## config.mk

```make
export PLATFORM = sky130hd
export DESIGN_NAME = store_buffer_ctrl
export DESIGN_NICKNAME = d
export VERILOG_FILES = /design/src/rtl/store_buffer_ctrl.sv
export SDC_FILE = /design/constraint.sdc
export NUM_CORES = 1
export LEC_CHECK = 0
export BUFFER_PORTS_ARGS = -buffer_cell sky130_fd_sc_hd__buf_2
export CAP_MARGIN = 20
export CORE_ASPECT_RATIO = 1.5
export CORE_MARGIN = 2
export CORE_UTILIZATION = 35
export DETAILED_ROUTE_END_ITERATION = 16
export PLACE_DENSITY = 0.57
export SYNTH_ARGS = -nofsm -noshare
export SYNTH_HDL_FRONTEND = slang
export SYNTH_SLANG_ARGS = --single-unit
```

## constraint.sdc

```tcl
create_clock -name clk_i -period 23.3 [get_ports clk_i]
set_clock_uncertainty 0.2 [all_clocks]
set_input_delay 3.495 -clock clk_i [delete_from_list [all_inputs] [get_ports clk_i]]
set_output_delay 3.495 -clock clk_i [all_outputs]
set_load 0.02 [all_outputs]
```

## src/rtl/store_buffer_ctrl.sv

```systemverilog
// Circular store buffer: allocate at dispatch, fill at writeback, retire in order, drain to D-cache.
// Optional SB_STALL_CNT_EN adds a saturating count of cycles where allocation was blocked by full.
module store_buffer_ctrl #(
    parameter int unsigned SB_ENTRY = 8,
    parameter int unsigned ADDR_W   = 32,
    parameter int unsigned DATA_W   = 32
) (
    input  logic                        clk_i,
    input  logic                        reset_i,
    input  logic                        alloc_v_i,
    output logic                        alloc_ready_o,
    output logic [$clog2(SB_ENTRY)-1:0] alloc_sb_num_o,
    input  logic                        st_wb_v_i,
    input  logic [$clog2(SB_ENTRY)-1:0] st_wb_sb_num_i,
    input  logic [ADDR_W-1:0]           st_wb_addr_i,
    input  logic [DATA_W-1:0]           st_wb_data_i,
    input  logic                        st_retire_i,
    input  logic                        flush_i,
    output logic                        mem_v_o,
    input  logic                        mem_ready_i,
    output logic [ADDR_W-1:0]           mem_addr_o,
    output logic [DATA_W-1:0]           mem_data_o,
    output logic [SB_ENTRY-1:0]         sb_wb_vector_o,
    output logic [$clog2(SB_ENTRY)-1:0] sb_commit_pt_o,
`ifdef SB_STALL_CNT_EN
    output logic [31:0]                 sb_stall_cnt_o,
`endif
    output logic                        empty_o
);

    localparam int unsigned IW = $clog2(SB_ENTRY);
    typedef logic [IW:0]   ptr_t;
    typedef logic [IW-1:0] idx_t;

    ptr_t                r_head, r_ret, r_tail;
    logic [SB_ENTRY-1:0] r_wb;
    logic [ADDR_W-1:0]   r_addr [SB_ENTRY];
    logic [DATA_W-1:0]   r_data [SB_ENTRY];

    ptr_t                w_count;
    logic                w_full;
    logic                w_alloc;
    idx_t                w_wb_off;
    logic                w_wb_hit;
    logic                w_retire;
    logic                w_mem_v;
    logic                w_drain;
    ptr_t                w_ret_nxt;
    ptr_t                w_tail_nxt;
    ptr_t                w_squash_cnt;
    logic [SB_ENTRY-1:0] w_squash;
    logic [SB_ENTRY-1:0] w_wb_nxt;

    assign w_count  = r_tail - r_head;
    assign w_full   = (r_tail[IW] != r_head[IW]) && (r_tail[IW-1:0] == r_head[IW-1:0]);
    // Flush wins over a same-cycle allocation; the granted index is simply not consumed.
    assign w_alloc  = alloc_v_i && !w_full && !flush_i;
    // Entry is live (allocated, not yet drained) when its distance from head is below the count.
    assign w_wb_off = st_wb_sb_num_i - r_head[IW-1:0];
    assign w_wb_hit = st_wb_v_i && ({1'b0, w_wb_off} < w_count);
    assign w_retire = st_retire_i && (r_ret != r_tail) && r_wb[r_ret[IW-1:0]];
    assign w_mem_v  = (r_head != r_ret);
    assign w_drain  = w_mem_v && mem_ready_i;

    assign w_ret_nxt    = r_ret + ptr_t'(w_retire);
    assign w_squash_cnt = r_tail - w_ret_nxt;

    always_comb begin
        w_tail_nxt = r_tail;
        if (flush_i) begin
            w_tail_nxt = w_ret_nxt;
        end else if (w_alloc) begin
            w_tail_nxt = r_tail + ptr_t'(1);
        end
    end

    always_comb begin
        w_squash = '0;
        for (int i = 0; i < SB_ENTRY; i++) begin
            w_squash[i] = flush_i &&
                ({1'b0, idx_t'(idx_t'(i) - w_ret_nxt[IW-1:0])} < w_squash_cnt);
        end
    end

    always_comb begin
        w_wb_nxt = r_wb;
        if (w_wb_hit) begin
            w_wb_nxt[st_wb_sb_num_i] = 1'b1;
        end
        if (w_alloc) begin
            w_wb_nxt[r_tail[IW-1:0]] = 1'b0;
        end
        w_wb_nxt = w_wb_nxt | w_squash;
    end

    always_ff @(posedge clk_i or posedge reset_i) begin
        if (reset_i) begin
            r_head <= '0;
            r_ret  <= '0;
            r_tail <= '0;
            r_wb   <= '1;
        end else begin
            r_head <= r_head + ptr_t'(w_drain);
            r_ret  <= w_ret_nxt;
            r_tail <= w_tail_nxt;
            r_wb   <= w_wb_nxt;
        end
    end

    always_ff @(posedge clk_i) begin
        if (w_wb_hit) begin
            r_addr[st_wb_sb_num_i] <= st_wb_addr_i;
            r_data[st_wb_sb_num_i] <= st_wb_data_i;
        end
    end

`ifdef SB_STALL_CNT_EN
    logic [31:0] r_stall_cnt;

    always_ff @(posedge clk_i or posedge reset_i) begin
        if (reset_i) begin
            r_stall_cnt <= '0;
        end else if (alloc_v_i && w_full && (r_stall_cnt != 32'hFFFF_FFFF)) begin
            r_stall_cnt <= r_stall_cnt + 32'd1;
        end
    end

    assign sb_stall_cnt_o = r_stall_cnt;
`endif

    assign alloc_ready_o  = !w_full;
    assign alloc_sb_num_o = r_tail[IW-1:0];
    assign mem_v_o        = w_mem_v;
    assign mem_addr_o     = r_addr[r_head[IW-1:0]];
    assign mem_data_o     = r_data[r_head[IW-1:0]];
    assign sb_wb_vector_o = r_wb;
    assign sb_commit_pt_o = r_head[IW-1:0];
    assign empty_o        = (r_head == r_tail);

endmodule

```

Word level (Yosys, flattened, before mapping)
Memory sizes are Yosys's and may differ from the RTL's.
Cells that the tools add are included.
{"block": "word_totals", "mem_bits_rw": 512, "memories": 2, "register_bits": 20, "wordCells": 75, "output_inout_bits": 81}
{"block": "op_classes", "bitwise_logic": 4, "n_addsub": 14, "muxes": 12, "reduce_logical": 20, "n_eq_ne": 5, "n_lt_le_gt_ge": 14}
{"name": "r_addr", "words": 8, "width": 32, "read_ports": 1, "rd_clocked_by_memory_dff": 0, "write_ports": 1, "line": "37", "rtl": "logic [ADDR_W-1:0] r_addr [SB_ENTRY];"}
{"name": "r_data", "words": 8, "width": 32, "read_ports": 1, "rd_clocked_by_memory_dff": 0, "write_ports": 1, "line": "38", "rtl": "logic [DATA_W-1:0] r_data [SB_ENTRY];"}
{"op": "$lt A3 B4 Y1", "n": 9}
{"op": "$logic_and A1 B1 Y1", "n": 17}
{"op": "$mux W8", "n": 2}
{"op": "$or A8 B8 Y8", "n": 2}
{"op": "$lt A3 B4 Y1 const B", "n": 3}
{"op": "$sub A3 B3 Y3 const A", "n": 4}
{"op": "$add A4 B1 Y4", "n": 2}
{"op": "$and A8 B8 Y8", "n": 1}
{"op": "$mux W4", "n": 2}
{"op": "$ne A4 B4 Y1", "n": 2}
{"op": "$not A8 Y8", "n": 1}
{"op": "$sub A4 B4 Y4", "n": 2}
{"op": "$demux W1 S3", "n": 2}
{"op": "$ge A3 B1 Y1 const B", "n": 2}
{"op": "$sub A1 B3 Y3 const A", "n": 2}
{"op": "$sub A2 B3 Y3 const A", "n": 2}
{"op": "$mux W1", "n": 5}
{"op": "$add A4 B1 Y4 const B", "n": 1}
{"op": "$eq A4 B4 Y1", "n": 1}
{"op": "$bmux W1 S3", "n": 1}
{"op": "$eq A3 B3 Y1", "n": 1}
{"op": "$sub A3 B3 Y3", "n": 1}
{"op": "$logic_not A1 Y1", "n": 2}
{"op": "$reduce_bool A2 Y1", "n": 1}
{"op": "$ne A1 B1 Y1", "n": 1}

Logic depth before layout (Yosys ltp)
{"block": "depth", "ltp_word": 9, "depth_mapped": 16}

Least setup slack after synthesis
No wires, ideal clock.
{"block": "synth_path", "path_type": "input -> register", "from": "in st_wb_sb_num_i[0]", "to": "mem r_addr[0][0] (enable)", "required_ns": 22.535, "setup_slack_ns": 13.247, "setup_time_ns": 0.565, "stages": 9, "n_path_buf": 0, "arrival_ns": 9.288, "path_cell_list": "inv_1 ha_1 inv_1 fa_1 ha_1 a21o_1 a21oi_1 nor2_1 nor3_1"}
{"block": "synth_between", "elab_chain_cells": 5}
{"element": "start, declared", "line": "14", "rtl": "input logic [$clog2(SB_ENTRY)-1:0] st_wb_sb_num_i,"}
{"element": "$sub A3 B3 Y3", "line": "59", "rtl": "assign w_wb_off = st_wb_sb_num_i - r_head[IW-1:0];"}
{"element": "$lt A3 B4 Y1", "line": "60", "rtl": "assign w_wb_hit = st_wb_v_i && ({1'b0, w_wb_off} < w_count);"}
{"element": "$logic_and A1 B1 Y1", "line": "60"}
{"element": "$mux W1", "line": "111", "rtl": "if (w_wb_hit) begin"}
{"element": "$mux W1 (implied by the code)", "line": "112", "rtl": "r_addr[st_wb_sb_num_i] <= st_wb_addr_i;"}
{"element": "end, declared", "line": "37"}
Parallel ways exist; a longest one is shown, timed or not.

Worst setup path after layout
{"block": "layout_path", "from": "reg r_head[0]", "to": "out mem_addr_o[17]"}
{"block": "layout_between", "elab_chain_cells": 1}
{"element": "start, declared", "line": "35", "rtl": "ptr_t r_head, r_ret, r_tail;"}
{"element": "start signal, assigned", "line": "103", "rtl": "r_head <= r_head + ptr_t'(w_drain);"}
{"element": "$mem_v2 Z8 W32"}
{"element": "end, declared", "line": "21", "rtl": "output logic [ADDR_W-1:0] mem_addr_o,"}
Every way passes these cells.

==> results by stage <==
Timing:
- The period utilization is roughly 31%.
- Timing would allow up to 0.138 GHz.
- The worst path needs 7.24 ns of the cycle, external delays included.
- The final-layout setup total negative slack is 0 ns.
- The slew at the pin closest to its max-slew limit is 1.11 ns.
- The post-route worst hold slack is 0.389 ns.
- The number of hold violations in the final report is 0.
- Setup repair after global routing left no endpoint under its margin.
- In this run the tightest slew margin relative to its limit is 26.2%.
- The final-report max-slew violation count is 0.
- The number of setup violations in the final report is 0.

Synthesis:
- Synthesis handed over a netlist of 1110 instances.
- The post-synth design cell area is 21300 um2.
- The most frequently used flop master after synthesis is edfxtp_1.
- The mean instance size in the synthesized netlist is 19.2 um2.
- Counting distinct cell types in the post-synthesis netlist gives 50.
- Summed over all instances, the cell type with the most area after synthesis is edfxtp_1.
- The number of enable flip-flop cells after synthesis is 512.
- The number of nets produced by synthesis is approximately 1200.
- The async set-or-reset flop fraction in the synthesized netlist is 3.76%.
- By area the synthesized netlist is led by edfxtp_1 72%, mux4_2 14%, nand2_1 3.6%.
- The Yosys step of the flow raised 0 warnings.
- Summed over its instances, the top area cell type makes up a little over 70% of the synthesized netlist area.
- The number of synthesized register bits is roughly 530.
- Sequential elements use 74.6% of the synthesized area.

Route:
- The detail-routed net length per standard cell is between 20 and 25 um.
- The number of remaining DRC errors is 0.
- The detailed-router iteration count before antenna repair is 5.
- The number of vias in the routed layout is about 10000.
- After detailed routing, the number of vias per cell comes to 5.01.
- The final routed wirelength across all metal layers is about 47000 um.
- The number of nets still failing antenna checks after routing is 0.
- The initial DRC count is 682.

Clocking:
- CTS placed an instance of clkbuf_16 at the clock tree root.
- The number of setup buffers added after CTS is 0.
- The clock net in this run drives a total of between 500 and 600 sinks.
- The post-cts hold buffer count is 0.
- The number of buffers on the longest clock path is 3.
- The number of levels the H-tree was split into is 2.
- Gates resized during post-CTS repair numbered 0.
- The clock tree from TritonCTS is built.
- The number of clock buffers added by TritonCTS is 48.
- The later-pin clock latency in the skew report is about 0.56 ns.
- The CTS clock-pin slew for the worst setup and hold paths is 0.06 ns.

Power:
- The overall power consumption is 3.48 mW.
- Summed over all cells, the static leakage comes to 8.32 nW.
- The ratio of total power to cell area is roughly 140 nW/um2.
- The peak supply drop is 76.5 uV.

Die:
- The boundary pin count is 155.
- The floorplan die area is about 63000 um2.
- In this run the core area contains 110 standard-cell rows.
- Measured along the y axis, the die boundary spans approximately 310 um.
- The placeable core region is 60100 um2.
- The floorplan step set the die width to ~200 um.
- The initial core utilization is 35.4%.

Critical path:
- At the worst endpoint, the arrival time is around 3.6 ns.
- The critical path startpoint category is a register.
- The critical path is of the register to output pin type.
- The worst setup path is captured at an output pin.
- At the worst endpoint, the required time is 19.61 ns.
- Of all nets on the critical path, the largest fanout is 45.

Global route:
- The via count of the first global-routing pass is 11200.
- The initial antenna violation count came to 11.
- Across every metal layer, demand over resource in global routing totals 14.9%.
- The first global-routing pass estimated between 60000 and 70000 um of wire.
- The total grt overflow is 0.
- The pin count of the biggest net entering global routing is 66.

Run status:
- The flow ran to the end, and the final reports show no timing, DRC or antenna violations.

Placement:
- Buffers placed on the I/O ports in this run total 154.
- The congestion estimate from routability-driven global placement came to approximately 0.82.
- After detailed placement, the total cell area comes to 23000 um2.
- Detailed placement finished with a half-perimeter wire length of about 27000 um.

Layout:
- The post-route netlist has 30.5% of its cells at a drive strength greater than 1.
- From synthesis to final layout, the design area changed by 14.9%.
- The finished cells cover between 20000 and 25000 um2.
- The final layout contains 1376 nets.
- The number of antenna cells inserted is 0.
- Leaving out fill and tap cells, the most frequent cell in the layout is edfxtp_1.
- In the layout the commonest cells are 512 x edfxtp_1, 206 x nand2_1, 154 x buf_2.
- Cells fill around 41% of the core in the end.

Hold path:
- The min-delay analysis places its worst path in the category register to register.

Run:
- Max-cap violations in this run came to 0.
[report_power, final]
part | leakage (nW) | internal, mW | switching [mW]
clock network | 0.721 | 0.419 | 0.334
registers | 4.87 | 1.21 | 0.0914
logic | 2.73 | 0.560 | 0.865
[worst paths after layout]
kind                            cells past startpoint                         from  slack (ns)                          end
max in group asynchronous                           2                      reset_i       19.39          r_head[0]$_DFF_PP0_
min in group asynchronous                           2                      reset_i        2.90          r_head[3]$_DFF_PP0_
worst max register to register                     10          r_head[1]$_DFF_PP0_       18.03      r_data[7][26]$_DFFE_PP_
worst min register to register                      2  sb_wb_vector_o[3]$_DFF_PP1_        0.39  sb_wb_vector_o[3]$_DFF_PP1_
worst max-delay path                                5          r_head[0]$_DFF_PP0_       16.06               mem_addr_o[17]
worst min-delay path                                2  sb_wb_vector_o[3]$_DFF_PP1_        0.39  sb_wb_vector_o[3]$_DFF_PP1_
[area by class of cell]
cell class,instances,area (um2)
Clock buffer,57,1260
Clock inverter,25,226
Fill cell,5346,35700
Inverter,19,72.6
Multi-Input combinational cell,501,5110
Sequential cell,532,15900
Tap cell,784,981
Timing Repair Buffer,172,926
[critical path, cell delays in order, from the launching register on]
cell and delay [ns]:
dfrtp_4 1.05, buf_4 0.88, mux4_2 0.62, nand2_1 0.12, nand2_1 0.09, buf_2 0.16
[synthesized netlist by cell type (12+ instances only)]
library cell and n:
edfxtp_1 512, nand2_1 206, mux4_2 130, ha_1 25
clkbuf_1 19, inv_1 18, buf_2 15, nor3_1 15
xnor2_1 15, nor2_1 14, buf_1 13, a21oi_1 12
dfrtp_1 12
[stage by stage]
step / setup WS, ns / std cells
3_3_place_gp: 15.72 / 2007
3_5_place_dp: 15.72 / 2007
6_report: 16.06 / 2090
5_1_grt: 15.75 / 2090
4_1_cts: 15.86 / 2089
2_1_floorplan: 13.25 / 1110
[cell families (layout without fill, tap and decap cells)]
group / after synthesis / after routing / synth area share [%]
AND/OR/NAND/NOR: 266 / 266 / 5.27
multiplexers: 135 / 135 / 14.1
buffers and inverters: 77 / 273 / 1.65
flip-flops: 532 / 532 / 74.6
XOR/XNOR: 29 / 29 / 1.33
AO/OA/AOI/OAI: 43 / 43 / 1.33
adder cells (fa/ha/maj): 28 / 28 / 1.75
[registers in the layout, summed over array words and instances (netlist names)]
name,count
r_addr,256
r_data,256
r_head,4
r_ret,4
r_tail,4
sb_wb_vector_o,8
[metal layers]
layer  part of all wire [%]  vias up  GRT usage, %
met5                   0.24        -             0
met4                    2.0       18          4.00
met3                    5.0       75          3.23
met2                     54      218          27.6
met1                     39     5472          17.4
li1                       -     4689             -
(Power assumes the default switching activity.)
